===== src/rtl/deserializer.sv =====
// Serial-to-parallel receiver: MSB-first bits in, DATA_W-bit words out.
// Optional macro DESERIALIZER_LAST_EN adds early frame termination.
module deserializer #(
    parameter int DATA_W = 16,
    parameter int CNT_W  = $clog2(DATA_W)
) (
    input  logic              clk_i,
    input  logic              srst_i,
    input  logic              data_i,
    input  logic              data_val_i,
`ifdef DESERIALIZER_LAST_EN
    input  logic              data_last_i,
    output logic [CNT_W-1:0]  deser_mod_o,
`endif
    output logic [DATA_W-1:0] deser_data_o,
    output logic              deser_data_val_o
);

    logic [DATA_W-1:0] shreg_q, shreg_d;
    logic [CNT_W-1:0]  cnt_q, cnt_d;
    logic [DATA_W-1:0] data_q, data_d;
    logic              val_q, val_d;
    logic [CNT_W-1:0]  mod_q, mod_d;
    logic [DATA_W-1:0] word;
    logic              full;
    logic              done;

    // Place the incoming bit, detect word end, compute next state.
    always_comb begin
        shreg_d = shreg_q;
        cnt_d   = cnt_q;
        data_d  = data_q;
        mod_d   = mod_q;
        val_d   = 1'b0;
        word    = shreg_q;
        full    = (cnt_q == CNT_W'(DATA_W - 1));
        done    = full;
`ifdef DESERIALIZER_LAST_EN
        done    = full | data_last_i;
`endif
        for (int i = 0; i < DATA_W; i++) begin
            if (CNT_W'(DATA_W - 1 - i) == cnt_q) begin
                word[i] = data_i;
            end
        end
        if (data_val_i) begin
            if (done) begin
                data_d  = word;
                val_d   = 1'b1;
                cnt_d   = '0;
                shreg_d = '0;
                mod_d   = full ? '0 : cnt_q + CNT_W'(1);
            end else begin
                shreg_d = word;
                cnt_d   = cnt_q + CNT_W'(1);
            end
        end
    end

    // State and output registers with synchronous active-low reset.
    always_ff @(posedge clk_i) begin
        if (!srst_i) begin
            shreg_q <= '0;
            cnt_q   <= '0;
            data_q  <= '0;
            val_q   <= 1'b0;
            mod_q   <= '0;
        end else begin
            shreg_q <= shreg_d;
            cnt_q   <= cnt_d;
            data_q  <= data_d;
            val_q   <= val_d;
            mod_q   <= mod_d;
        end
    end

    assign deser_data_o     = data_q;
    assign deser_data_val_o = val_q;
`ifdef DESERIALIZER_LAST_EN
    assign deser_mod_o      = mod_q;
`endif

endmodule


===== config.mk =====
export PLATFORM = sky130hd
export DESIGN_NAME = deserializer
export DESIGN_NICKNAME = d
export VERILOG_FILES = /design/src/rtl/deserializer.sv
export SDC_FILE = /design/constraint.sdc
export NUM_CORES = 1
export LEC_CHECK = 0
export ABC_CLOCK_PERIOD_IN_PS = 1500
export BUFFER_PORTS_ARGS = -buffer_cell sky130_fd_sc_hd__buf_2
export CELL_PAD_IN_SITES_DETAIL_PLACEMENT = 0
export CELL_PAD_IN_SITES_GLOBAL_PLACEMENT = 1
export CORE_MARGIN = 5
export CORE_UTILIZATION = 44
export CTS_BUF_LIST = sky130_fd_sc_hd__clkbuf_4 sky130_fd_sc_hd__clkbuf_8
export DETAILED_ROUTE_END_ITERATION = 6
export PLACE_DENSITY = 0.76
export SLEW_MARGIN = 15
export SYNTH_ARGS = -nofsm -noshare
export SYNTH_HDL_FRONTEND = slang
export SYNTH_SLANG_ARGS = --single-unit

===== constraint.sdc =====
create_clock -name clk_i -period 1.5 [get_ports clk_i]
set_input_delay 0.45 -clock clk_i [delete_from_list [all_inputs] [get_ports clk_i]]
set_output_delay 0.45 -clock clk_i [all_outputs]
set_load 0.01 [all_outputs]

==> out/metrics.csv <==
metric,value,unit
status,finished clean,
vias,1412,
fin_crit,1.39,ns
place_congestion,0.826,
path_clk_slew,0.07,ns
cts_tree,done,
max_stage_delay,0.39,ns
n_fill_cell,349,
clock_latency,0.29,ns
cap_violations,0,
hold_depth,2,
clock_sinks,37,
synth.avg_cell_area,8.70,um^2
cp-start-kind,flop,
grtUsageMet1,0.204,
grt_overflow_total,0,
num_antenna_cells,0,
tns,0,ns
top_usage_layer,met2,
worst_path_max_delay_cell,dfxtp_2,
fmax,0.720,GHz
synth_area_leaders,"dfxtp_1, nand2_1, a21oi_1",
wl,3800,um
synth_top_area_frac,0.455,
min-delay-start,deser_data_o[12],
grt_pass1_vias,1375,
power_leakage,0.796,nW
p_per_area,947,nW/um^2
place_hpwl,2780,um
via_per_inst,5.27,
grt_util_met2,0.263,
hold_viol_final,0,
grt_use_total,0.162,
clock_path_buffers,2,
cp_max_fo,10,
drc_errors,0,
slew_headroom,0.804,
finalCritPeriodShare,0.926,
start_util,0.448,
grt_first_pass_wirelength,6500,um
cp_data_required_time,1.71,ns
tightestPinTransition,0.294,ns
areaGrowthSynthToFinish,21.5,%
port-buffer-count,20,
syn-num-nets,197,
final-setup-viol-count,0,
htreeDepth,2,
syn-instance-count,187,
power,0.00187,W
ys_ff_latch,37,
rsz0062_at_grt,false,
crit_chain,ha_2 > and4_2 > buf_4 > nor2_1 > a211oi_1,
synth-main-ff-cell,dfxtp_1,
crit_path_end_kind,flop,
drt_pre_antenna_iters,4,
die_area,5010,um^2
avgRoutedWirePerCell,14.2,um
rr_endpoint,deser_data_o[0],
drtIter0Drc,67,
antenna_left,0,
arrival,1.60,ns
die_y,70.8,um
rows,22,
maxSlewViolCount,0,
grt_use_met3,0.0440,
numCtsBuffers,5,
worstReg2RegStart,cnt_q[0],
irDropWorstVdd,0.000508,V
fin_skew,0.00421,ns
grt_max_degree,24,
clockRootBuffer,clkbuf_8,
min_to,deser_data_o[12],
critPathKind,reg2reg,
synth_edf_count,0,
ios,21,
fin_nets,229,
fin_util,0.544,
r2r_slack,0.11,ns
core,3630,um^2
layout-drive-gt1-share,0.236,
yosys.area.top_type,dfxtp_1,
ys_seq_area_frac,0.455,
synth_cell_types,36,
antenna_found_initial,0,
ys_async_sr_fraction,0,
holdWs,0.453,ns
die_w,70.8,um
hp-class,reg2reg,
reg2regPathDepth,5,
synth.cell_area,1630,um^2
synth_warnings,0,
-- how the worst max path moves through the flow --
stage / cells past startpoint / endpoint / start / slack, ns
after floorplan: 5 / deser_data_o[1] / cnt_q[0] / 0.11
after global placement: 5 / deser_data_o[0] / data_val_i / 0.06
after detailed placement: 5 / deser_data_o[0] / cnt_q[1] / 0.006
after CTS: 5 / deser_data_o[0] / cnt_q[1] / 0.07
after global routing: 5 / deser_data_o[0] / cnt_q[0] / 0.007
final: 5 / deser_data_o[0] / cnt_q[0] / 0.11
-- cell usage in the layout (no fill, tap or decap), drive strengths merged, types with 3 or more instances in the layout --
master / count
clkbuf: 6
a32o: 6
dfxtp: 37
nor2b: 3
nor2: 10
o21ai: 6
ha: 6
nand2: 41
buf: 37
o211ai: 3
mux2i: 8
inv: 6
nand2b: 6
a21oi: 16
o22ai: 3
nand3: 3
a311oi: 3
-- routing by layer --
metal	part of all wire	wire, um
met1	0.46	1750
met2	0.47	1800
met3	0.043	163
met4	0.020	75
met5	0	0
-- critical path: cells and delay by family, from the launching register on --
kind                     cells  cell delay [ns]
flip-flops                   1             0.39
AND/OR/NAND/NOR              2             0.33
adder cells (fa/ha/maj)      1             0.21
AO/OA/AOI/OAI                1             0.20
buffers and inverters        1             0.18
-- area by class of cell --
type	count	area [um^2]	share of cell area
well taps	48	60.1	0.0304
inverters	6	22.5	0.0114
multi-input cells	132	800	0.404
flip-flops and latches	37	746	0.377
clock inverters	2	13.8	0.00696
repair buffers	37	253	0.128
clock buffers	6	82.6	0.0418
-- report_power, final --
| part | total [W] | internal (W) | switching, W |
|---|---|---|---|
| sequential | 0.00100 | 0.000991 | 0.0000124 |
| combinational | 0.000143 | 0.0000583 | 0.0000849 |
| clock | 0.000725 | 0.000372 | 0.000353 |
| total | 0.00187 | 0.00142 | 0.000451 |
-- Yosys cell counts, types with 2 or more instances --
cell	instances
nand2_1	41
dfxtp_1	37
a21oi_1	16
nor2_1	10
mux2i_1	8
a32o_1	6
ha_1	6
nand2b_1	6
o21ai_0	6
inv_1	5
buf_2	4
a311oi_1	3
buf_4	3
clkbuf_1	3
nand3_1	3
nor2b_1	3
o211ai_1	3
o22ai_1	3
a211oi_1	2
and2_1	2
and4_1	2
-- cells by family (layout without fill, tap and decap cells) --
group / after synthesis / in the layout / share of synthesized area
and+or+nand+nor: 72 / 72 / 0.202
AOI/OAI and AO/OA: 45 / 45 / 0.185
DFF: 37 / 37 / 0.455
buffers and inverters: 18 / 51 / 0.0569
muxes: 8 / 8 / 0.0492
adders and majority gates: 6 / 6 / 0.0462
xor gates and xnor gates: 1 / 1 / 0.00539
-- per-stage QoR --
| step | worst slack, ns | std cells | area, um^2 |
|---|---|---|---|
| after detailed placement | 0.00595 | 260 | 1870 |
| after global routing | 0.00694 | 268 | 1980 |
| after global placement | 0.0590 | 260 | 1870 |
| final | 0.111 | 268 | 1980 |
| after CTS | 0.0696 | 268 | 1970 |
| after floorplan | 0.114 | 187 | 1630 |
-- state kept, by name (all words and copies together), names as in the netlist --
name	flops
deser_data_o	16
deser_data_val_o	1
shreg_q	16
cnt_q	4
-- repair_timing --
item                       CTS  global route
gates cloned                 0             0
setup endpoints to repair    3             5
gates resized for setup      2             4
buffers inserted             0             0
hold buffers                 0             0
No activity file was read; power rests on OpenSTA's default activity.
